`config.mk`:
```
export PLATFORM = sky130hd
export DESIGN_NAME = pc_next_unit
export DESIGN_NICKNAME = d
export VERILOG_FILES = /design/src/rtl/pc_next_unit.sv
export SDC_FILE = /design/constraint.sdc
export NUM_CORES = 1
export LEC_CHECK = 0
export CAP_MARGIN = 20
export CORE_AREA = 3 3 171 173
export CTS_BUF_LIST = sky130_fd_sc_hd__clkbuf_8 sky130_fd_sc_hd__clkbuf_16
export CTS_CLUSTER_SIZE = 20
export DETAILED_ROUTE_END_ITERATION = 7
export DIE_AREA = 0 0 174 176
export GPL_TIMING_DRIVEN = 0
export PLACE_DENSITY = 0.71
export REMOVE_ABC_BUFFERS = 1
export SLEW_MARGIN = 15
export SYNTH_ARGS = -nofsm -noshare
export SYNTH_HDL_FRONTEND = slang
export SYNTH_SLANG_ARGS = --single-unit
```
`constraint.sdc`:
```
create_clock -name CLK -period 4.6 [get_ports CLK]
set_input_delay 0.92 -clock CLK [delete_from_list [all_inputs] [get_ports CLK]]
set_output_delay 0.92 -clock CLK [all_outputs]
set_load 0.02 [all_outputs]
```
`src/rtl/pc_next_unit.sv`:
```
// Program-counter unit: registered PC, next-PC selection for seq/branch/jump/jr,
// and a small circular return-address stack that predicts jr return targets.
`timescale 1ns/1ps

module pc_next_unit #(
    parameter int                ADDR_W    = 32,
    parameter logic [ADDR_W-1:0] RESET_PC  = '0,
    parameter int                RAS_DEPTH = 4
) (
    input  logic                         CLK,
    input  logic                         Reset,
    input  logic                         PCWre,
    input  logic [1:0]                   PCSrc,
    input  logic [15:0]                  immediate,
    input  logic [25:0]                  inAddress,
    input  logic [ADDR_W-1:0]            rs_data,
    input  logic                         link,
    input  logic                         ret,
    output logic [ADDR_W-1:0]            PC,
    output logic [ADDR_W-1:0]            PC4,
    output logic [ADDR_W-1:0]            nextPC,
    output logic [ADDR_W-1:0]            ras_top,
    output logic [$clog2(RAS_DEPTH):0]   ras_count,
    output logic                         ras_hit,
    output logic                         ras_miss
);

    localparam int PTR_W = $clog2(RAS_DEPTH);
    localparam int CNT_W = PTR_W + 1;

    logic [ADDR_W-1:0] pc_q;
    logic [ADDR_W-1:0] ras_mem [RAS_DEPTH];
    logic [PTR_W-1:0]  wr_ptr, wr_ptr_nxt, top_ptr, mem_idx;
    logic [CNT_W-1:0]  count, count_nxt;
    logic              hit_q, miss_q, hit_nxt, miss_nxt;
    logic              mem_we, empty, full, pop_en, push_en, pop_match;
    logic [ADDR_W-1:0] branch_off, jump_target, rs_aligned;

    assign PC         = pc_q;
    assign PC4        = pc_q + ADDR_W'(4);
    assign branch_off = {{(ADDR_W-18){immediate[15]}}, immediate, 2'b00};
    assign rs_aligned = rs_data & ~ADDR_W'(3);

    // Jump keeps the PC4 region bits only when the PC is wider than the 28-bit jump span.
    generate
        if (ADDR_W > 28) begin : g_region
            assign jump_target = {PC4[ADDR_W-1:28], inAddress, 2'b00};
        end else begin : g_flat
            assign jump_target = {inAddress, 2'b00};
        end
    endgenerate

    always_comb begin
        nextPC = PC4;
        case (PCSrc)
            2'b00: nextPC = PC4;
            2'b01: nextPC = PC4 + branch_off;
            2'b10: nextPC = rs_aligned;
            2'b11: nextPC = jump_target;
            default: nextPC = PC4;
        endcase
    end

    assign top_ptr   = wr_ptr - PTR_W'(1);
    assign empty     = (count == '0);
    assign full      = (count == CNT_W'(RAS_DEPTH));
    assign ras_top   = empty ? '0 : ras_mem[top_ptr];
    assign ras_count = count;
    assign ras_hit   = hit_q;
    assign ras_miss  = miss_q;
    assign pop_en    = PCWre && ret && (PCSrc == 2'b10);
    assign push_en   = PCWre && link;
    assign pop_match = (ras_mem[top_ptr] == rs_aligned);

    // A pop+push on a non-empty stack replaces the top slot in place; otherwise a
    // push always advances the pointer and overwrites the oldest entry when full.
    always_comb begin
        wr_ptr_nxt = wr_ptr;
        count_nxt  = count;
        hit_nxt    = 1'b0;
        miss_nxt   = 1'b0;
        mem_we     = 1'b0;
        mem_idx    = wr_ptr;
        if (pop_en && !empty) begin
            hit_nxt  = pop_match;
            miss_nxt = !pop_match;
            if (push_en) begin
                mem_we  = 1'b1;
                mem_idx = top_ptr;
            end else begin
                wr_ptr_nxt = top_ptr;
                count_nxt  = count - CNT_W'(1);
            end
        end else begin
            if (pop_en) begin
                miss_nxt = 1'b1;
            end
            if (push_en) begin
                mem_we     = 1'b1;
                mem_idx    = wr_ptr;
                wr_ptr_nxt = wr_ptr + PTR_W'(1);
                if (!full) begin
                    count_nxt = count + CNT_W'(1);
                end
            end
        end
    end

    always_ff @(posedge CLK or posedge Reset) begin
        if (Reset) begin
            pc_q   <= RESET_PC;
            wr_ptr <= '0;
            count  <= '0;
            hit_q  <= 1'b0;
            miss_q <= 1'b0;
        end else begin
            if (PCWre) begin
                pc_q <= nextPC;
            end
            wr_ptr <= wr_ptr_nxt;
            count  <= count_nxt;
            hit_q  <= hit_nxt;
            miss_q <= miss_nxt;
        end
    end

    // Stack storage is not reset; ras_top is masked to zero while the count is zero.
    always_ff @(posedge CLK) begin
        if (mem_we) begin
            ras_mem[mem_idx] <= PC4;
        end
    end

endmodule

```
# Word-level counts from Yosys, hierarchy flattened
# Memory sizes are Yosys's and may differ from the RTL's.
# Cells that the tools add are included.
[op_classes]
addsub = 6
eq_ne = 7
mux = 17
reduce_logical = 11
[op_table]
columns = ["operator", "count"]
rows = [
  ["$pmux W32 S4", 1],
  ["$add A32 B3 Y32 const B", 1],
  ["$add A32 B32 Y32", 1],
  ["$eq A32 B32 Y1", 1],
  ["$mux W32", 1],
  ["$mux W3", 4],
  ["$mux W2", 5],
  ["$mux W1", 6],
  ["$eq A2 B2 Y1 const B", 2],
  ["$logic_and A1 B1 Y1", 4],
  ["$add A3 B1 Y3 const B", 1],
  ["$eq A3 B3 Y1 const B", 1],
  ["$logic_not A3 Y1", 1],
  ["$reduce_and A3 Y1", 1],
  ["$sub A3 B1 Y3 const B", 1],
  ["$add A2 B1 Y2 const B", 1],
  ["$eq A2 B1 Y1 const B", 1],
  ["$logic_not A1 Y1", 2],
  ["$logic_not A2 Y1", 1],
  ["$ne A2 B1 Y1 const B", 1],
  ["$ne A2 B2 Y1 const B", 1],
  ["$reduce_and A2 Y1", 1],
  ["$reduce_bool A2 Y1", 1],
  ["$sub A2 B1 Y2 const B", 1],
]
[word_totals]
regBits = 39
mem_bits_rw = 128
inputBits = 81
output_inout_bits = 133
word_cells = 47
mem_count = 1
[mem_list]
columns = ["memory", "words", "width", "read_ports", "rd_clocked_by_memory_dff", "write_ports", "line", "text"]
rows = [
  ["ras_mem", 4, 32, 1, 0, 1, "32", "logic [ADDR_W-1:0] ras_mem [RAS_DEPTH];"],
]

# Logic depth before layout (Yosys ltp)
# Gate-level depths: netlist of run 1.
[depth]
word_depth = 5
mapped_depth = 16
ltp_nobuf = 16

# Worst setup path before layout of run 1
# Ideal clock, no wire load.
[synth_path]
path_type = "register -> output"
startpoint = "register pc_q[2], in the netlist PC[2]"
endpoint = "output nextPC[30]"
t_arrival_ns = 4.274
t_required_ns = 3.680
path_slack_ns = -0.594
stages_incl_launch_ff = 15
path_buffers = 1
path_cell_list = "dfrtp_1 > ha_1 > inv_1 > nor4_2 > nand4_1 > xnor2_1 > ha_1 > buf_6 > a221oi_4 > nor2_1 > a221o_1 > a221oi_4 > o31ai_1 > xnor2_1 > a221oi_1"
[synth_between]
elab_chain_cells = 3
[synth_lines]
columns = ["item", "line", "text"]
rows = [
  ["from (decl)", "31", "logic [ADDR_W-1:0] pc_q;"],
  ["from (signal assigned)", "118", "pc_q <= nextPC;"],
  ["$add A32 B3 Y32", "40", "assign PC4 = pc_q + ADDR_W'(4);"],
  ["named net PC4[16]", "20", "output logic [ADDR_W-1:0] PC4,"],
  ["$add A32 B32 Y32", "57", "2'b01: nextPC = PC4 + branch_off;"],
  ["$pmux W32 S4", "55", "case (PCSrc)"],
  ["to (decl)", "21", "output logic [ADDR_W-1:0] nextPC,"],
]
# The timed path passes the listed nets, and every way through them passes these cells.

# Final worst setup path of run 1
[layout_path]
startpoint = "register pc_q[5], in the netlist PC[5]"
endpoint = "output nextPC[26]"
[layout_between]
elab_chain_cells = 3
[layout_lines]
columns = ["item", "line"]
rows = [
  ["$add A32 B3 Y32 *", "40"],
  ["$add A32 B32 Y32", "57"],
  ["$pmux W32 S4 *", "55"],
]
# Every way passes the cells marked *; elsewhere a longest branch is shown, timed or not.

==> summary.txt, run 1 <==
status = finished with violations
failing checks = negative setup slack
clock sinks = 167
maximum clock rate = 188 MHz
starting density of the core = 35.1%
Antenna Violating Nets Remaining = 0
crit-path max FO = 5
post-route insts no fill = 1,435
Max-Cap Viols = 0
power after layout = 11,200 µW
gr usage total = 20.4%
type of the worst setup path = flop to output port
cell area after layout = 15,000 µm²
Hold Fails Final Rpt = 0
Main synth FF type = edfxtp_1
worst hold stages = 1
Syn-to-layout area delta = 53.9%
count of cell types in the netlist = 66
via count = 7,505
largest net degree at the start of global routing = 40
Yosys top cell area share = 39.4%
Synth area leader = edfxtp_1
LEAKAGE = 0.00546 µW
Die Wd = 174 µm
post-synthesis cell area = 9750 µm²
Port Buf Inserts = 211
H-tree depth = 4
# setup viols final = 19
CTS Buffer Depth = 2
critical path depth = 18
grt total ovfl = 0
most common cell after layout, fill and taps aside = clkdlybuf4s50_1
Worst EP arrival = 4410 ps
DRC Markers = 0
CP required = 3680 ps
Crit. End Element = output port
fin crit period = 5330 ps
FP Rows = 61
FFs w/ async S/R, synth = 23.4%
TritonCTS clock tree = yes
crit-path leading delay family = simple AND/OR/NAND/NOR gates
peak supply drop = 381 µV
gpl congestion = 0.859
syn avg cell area = 13.4 µm²
# hold bufs at CTS = 0
Pwr per Cell Area = 748 nW/µm²
startpoint types = flop
ANT cells = 0
worst path bufs/invs = 5
clock skew = 18.8 ps
CP max-delay cell = mux4_2
final WL = 31,700 µm
Fill cells = 2,326
Slowest Stage Delay on Critical Path = 490 ps
synth top area cells = edfxtp_1 39%, mux4_2 13%, dfrtp_1 10%, xnor2_1 5.2%, ha_1 4.9%
Cells after Synth = 727
worst hold path class = flop to flop
Layout Nets = 1,165
Slew Viols, Final = 0
Clk pin slew, worst setup/hold paths = 70 ps
vias in the first global route = 7,563
Die ar. = 30,600 µm²
latest clock arrival within the worst-skew pair = 430 ps
total CTS buffers = 17
share of cells above drive strength 1 = 38.6%
Inst Count DP = 1,304
Worst slew margin = 48.1%
Seq/Total Area, Yosys = 49.4%
HPWL Detailed = 22,400 µm
Ys Warns = 0
EDFF count, synth = 128
worst-path cell chain = nand4_1 -> buf_6 -> nor4_4 -> buf_4 -> nand4_1 -> xnor2_2 -> ha_4 -> buf_6 -> nand4_1 -> nor3_4 -> and3_4 -> a221oi_4 -> buf_4 -> o21ai_4 -> a31oi_4 -> xnor2_2 -> mux4_2 -> buf_6
setup ws final = -728 ps
placed cell area = 12,400 µm²
initial drt markers = 474
first-pass GRT wire length = 47,200 µm
FF-to-FF path depth = 20
drt first pass iters = 5
# IOs = 214
most frequent cells in the layout = 182 x clkdlybuf4s50_1, 128 x edfxtp_1, 96 x buf_4, 56 x mux4_2, 37 x nor2b_1
Core Area = 27,800 µm²
Die Ht = 176 µm
wire per inst = 22.1 µm
Tcrit/Tclk final = 116%
Via density = 5.23
initial antenna violation count = 0
Worst Max-Slew Pin Slew = 771 ps
setup TNS = -8390 ps
Yosys reg bits = 167
RSZ-0062 raised after global routing = yes
clk root buf = clkbuf_16
cells in the mapped netlist (10+ instances only):
master and count:
clkbuf_1 13, nand3_1 12, a21oi_1 35, a21o_1 10, edfxtp_1 128, o21ai_0 11, nand2_1 40, mux2_2 25
ha_1 38, nor2b_1 37, xnor2_1 58, mux4_2 56, inv_1 20, xor2_1 33, dfrtp_1 39, nor2_1 36
nand4_1 16
report_power, final:
group          leakage [µW]  internal [µW]  switching, µW
logic               0.00354           3550           3750
clock network      0.000298            870            640
registers           0.00162           2100            302
total               0.00546           6530           4700
flip-flops by register name, summed over array words and instances (netlist names):
name and count:
ras_mem 128, PC 32, ras_count 3, wr_ptr 2
ras_hit 1, ras_miss 1
metrics by stage:
stage	util (%)	setup slack [ps]	hold WS [ps]
3_3_place_gp	43.6	-5130	491
4_1_cts	52.1	-725	547
5_1_grt	54.0	-869	591
2_1_floorplan	-	-1040	600
3_5_place_dp	44.7	-1950	538
6_report	54.0	-728	539
what timing repair did:
action,4_1_cts,5_1_grt
pin swaps,58,50
gates resized for setup,260,74
setup endpoints to repair,53,23
buffers inserted,75,25
logic make-up (layout without fill, tap and decap cells):
group / after synthesis / count (layout) / synth area share [%]
AOI/OAI and AO/OA: 102 / 102 / 7.25
xor gates and xnor gates: 91 / 91 / 8.18
adders and majority gates: 40 / 40 / 5.29
buffers and inverters: 51 / 381 / 2.93
DFF: 167 / 167 / 49.4
muxes: 88 / 88 / 16.6
and+or+nand+nor: 188 / 188 / 10.3
per-layer routing:
metal / track usage [%] / wire length [µm] / part of all wire (%)
met2: 33.3 / 15300 / 48
met4: 4.96 / 435 / 1.4
met5: 0 / 0 / 0
met1: 28.7 / 14500 / 46
met3: 3.16 / 1390 / 4.4
final timing paths:
path,endpoint,slack [ps],from
worst min register to register,ras_count[2],540,ras_count[2]
max in group asynchronous,PC[15],3230,Reset
min in group asynchronous,PC[13],840,Reset
worst min-delay path,ras_count[2],540,ras_count[2]
worst max register to register,PC[22],250,PC[5]
worst max-delay path,nextPC[26],-730,PC[5]
cell type report:
type	instances	area [µm²]	area share, %
sequential	167	4840	32.3
multi-input combinational	509	5820	38.8
clock inverter	15	191	1.28
clock buffer	17	425	2.84
timing repair buffer	328	3160	21.1
tap	378	473	3.15
inverter	21	85.1	0.567
Power figures use the tool's default switching activity.
==> inputs of run 2 (changes only) <==
--- a/config.mk
+++ b/config.mk
@@ -5,6 +5,7 @@
 export SDC_FILE = /design/constraint.sdc
 export NUM_CORES = 1
 export LEC_CHECK = 0
+export ABC_CLOCK_PERIOD_IN_PS = 5200
 export CAP_MARGIN = 20
 export CORE_AREA = 3 3 171 173
 export CTS_BUF_LIST = sky130_fd_sc_hd__clkbuf_8 sky130_fd_sc_hd__clkbuf_16
@@ -12,7 +13,7 @@
 export DETAILED_ROUTE_END_ITERATION = 7
 export DIE_AREA = 0 0 174 176
 export GPL_TIMING_DRIVEN = 0
-export PLACE_DENSITY = 0.71
+export PLACE_DENSITY = 0.68
 export REMOVE_ABC_BUFFERS = 1
 export SLEW_MARGIN = 15
 export SYNTH_ARGS = -nofsm -noshare
==> constraint.sdc (replaced) <==
create_clock -name CLK -period 5.2 [get_ports CLK]
set_input_delay 1.04 -clock CLK [delete_from_list [all_inputs] [get_ports CLK]]
set_output_delay 1.04 -clock CLK [all_outputs]
set_load 0.02 [all_outputs]
==> run 2 against run 1 <==
  * The flow still finishes with violations (negative setup slack)
  * Cell count is 1.8% lower
  * Clock power is 19% lower
  * Non-clock buffer count is 26 lower
  * Clock skew is 8.7 ps lower
  * Global-route usage is 0.44 points higher
  * Combinational power is 19% lower
  * Register-to-register slack better by 600 ps
  * Core utilization is 2.3 points lower
  * Critical path type unchanged
  * Die area stayed put
==> summary.txt, run 2 (synthesized netlist as in run 1, its figures left out) <==
cell area after layout = 14,400 µm² (-4.2%)
Syn-to-layout area delta = 47.4%
initial antenna violation count = 0 (unchanged)
largest net degree at the start of global routing = 40 (unchanged)
Port Buf Inserts = 211 (unchanged)
gr busiest metal = met2
# IOs = 214 (unchanged)
TritonCTS clock tree = yes
Pwr per Cell Area = 644 nW/µm² (-14%)
Antenna Violating Nets Remaining = 0 (unchanged)
Die Ht = 176 µm (unchanged)
crit-path leading delay family = compound AO/OA/AOI/OAI gates
clock sinks = 167 (unchanged)
Worst slew margin = 37.2% (-11 points)
max reg flops = 128 (unchanged)
DRC Markers = 0 (unchanged)
grt total ovfl = 0 (unchanged)
Worst EP arrival = 4300 ps (-110 ps)
Via density = 5.34 (+2.0%)
met1 Usage GRT = 28.8% (+0.11 points)
Slew Viols, Final = 0 (unchanged)
drt first pass iters = 7 (+2)
worst-path cell chain = nand4_1 -> buf_4 -> nor4_4 -> buf_12 -> buf_12 -> nand2_8 -> xnor2_4 -> ha_4 -> a221oi_4 -> nor2_1 -> a221o_1 -> a221oi_4 -> o21ai_4 -> a31oi_4 -> xnor2_2 -> mux4_2 -> buf_6
final WL = 32,100 µm (+1.2%)
CP required = 4160 ps (+480 ps)
wire per inst = 22.8 µm (+3.0%)
worst hold stages = 1 (unchanged)
peak supply drop = 346 µV (-9.2%)
H-tree depth = 4 (unchanged)
Max-Cap Viols = 0 (unchanged)
worst hold path class = flop to flop
fin crit period = 5340 ps
share of cells above drive strength 1 = 33.7% (-4.9 points)
dpl ws = -1560 ps (+383 ps)
type of the worst setup path = flop to output port
Layout Nets = 1,139 (-2.2%)
gr usage total = 20.8% (+0.44 points)
FF-to-FF path depth = 19 (-5.0%)
FP Rows = 61 (unchanged)
Slowest Stage Delay on Critical Path = 480 ps (about the same)
startpoint types = flop
Core Area = 27,800 µm² (unchanged)
setup ws final = -141 ps (+586 ps)
clk root buf = clkbuf_16
latest clock arrival within the worst-skew pair = 420 ps (about the same)
Crit. End Element = output port
vias in the first global route = 7,693 (+1.7%)
total CTS buffers = 17 (unchanged)
Tcrit/Tclk final = 103%
LEAKAGE = 0.00521 µW (-4.6%)
most frequent cells in the layout = 188 x clkdlybuf4s50_1, 128 x edfxtp_1, 83 x buf_4, 56 x mux4_2, 39 x xnor2_1
worst path bufs/invs = 4 (-1)
GR Util met3 = 3.57% (+0.41 points)
Largest Register = ras_mem
FF-to-FF setup slack = 850 ps (+600 ps)
initial drt markers = 533 (+12%)
starting density of the core = 35.1% (unchanged)
status = finished with violations
Clk pin slew, worst setup/hold paths = 70 ps (about the same)
Hold Fails Final Rpt = 0 (unchanged)
ANT cells = 0 (unchanged)
RSZ-0062 raised after global routing = yes
# setup viols final = 8 (-11)
Die ar. = 30,600 µm² (unchanged)
Die Wd = 174 µm (unchanged)
Final Util = 51.7% (-2.3 points)
failing checks = negative setup slack
HPWL Detailed = 22,900 µm (+2.2%)
gpl congestion = 0.880 (+2.5%)
clock skew = 10.1 ps (-8.66 ps)
via count = 7,518 (+0.17%)
most common cell after layout, fill and taps aside = clkdlybuf4s50_1
CTS Buffer Depth = 2 (unchanged)
maximum clock rate = 187 MHz
# hold bufs at CTS = 0 (unchanged)
Worst Max-Slew Pin Slew = 933 ps (+162 ps)
crit-path max FO = 4 (-1)
critical path depth = 17 (-1)
placed cell area = 12,400 µm² (about the same)
met2 GRT Util = 33.7% (+0.34 points)
CP max-delay cell = mux4_2
first-pass GRT wire length = 47,800 µm (+1.3%)
==> run 2: changes by cell type in the layout (fill, tap and decap cells not counted), sizes merged, moves of 2 or more <==
cell / delta
buf: -34
clkinv: +2
clkdlybuf4s50: +6
bufinv: -2
inv: -3
clkinvlp: +3
==> run 2: area by class of cell <==
cell class | instances | area [µm²]
clock buffers | 17 | 425
clock inverters | 15 | 133
fillers | 2443 | 13400
inverters | 21 | 78.8
multi-input cells | 509 | 5490
flip-flops and latches | 167 | 4840
well taps | 378 | 473
repair buffers | 302 | 2940
==> run 2: timing repair <==
item,in CTS,in global routing
resized for setup,173,48
buffers inserted,51,22
endpoints found under the setup margin,27,21
pin swaps,36,29
cloned,0,0
==> run 2: power breakdown <==
part / switching (µW) / internal, µW
sequential: 274 / 1860
clock: 563 / 661
combinational: 3100 / 2800
==> run 2: through the flow <==
stage               std cells  power (µW)  setup TNS (ps)  hold WS, ps
floorplan                 697        5010          -28250          600
global placement         1286        7030         -532850          491
detailed placement       1304        7150          -18450          510
CTS                      1387        9000            -623          522
global route             1409        9760           -2310          542
finish                   1409        9260            -568          520
==> run 2: worst paths after layout <==
kind                                    from           end
worst max-delay path                  PC[10]    nextPC[26]
worst min-delay path            ras_count[2]  ras_count[2]
worst max register to register        PC[10]        PC[26]
worst min register to register  ras_count[2]  ras_count[2]
max in group asynchronous              Reset        PC[15]
min in group asynchronous              Reset         PC[3]
==> run 2: routing by layer <==
metal	vias up	routed length (µm)
met5	-	0
met4	0	811
met3	46	1680
met2	275	15200
met1	3839	14400
li1	3358	-
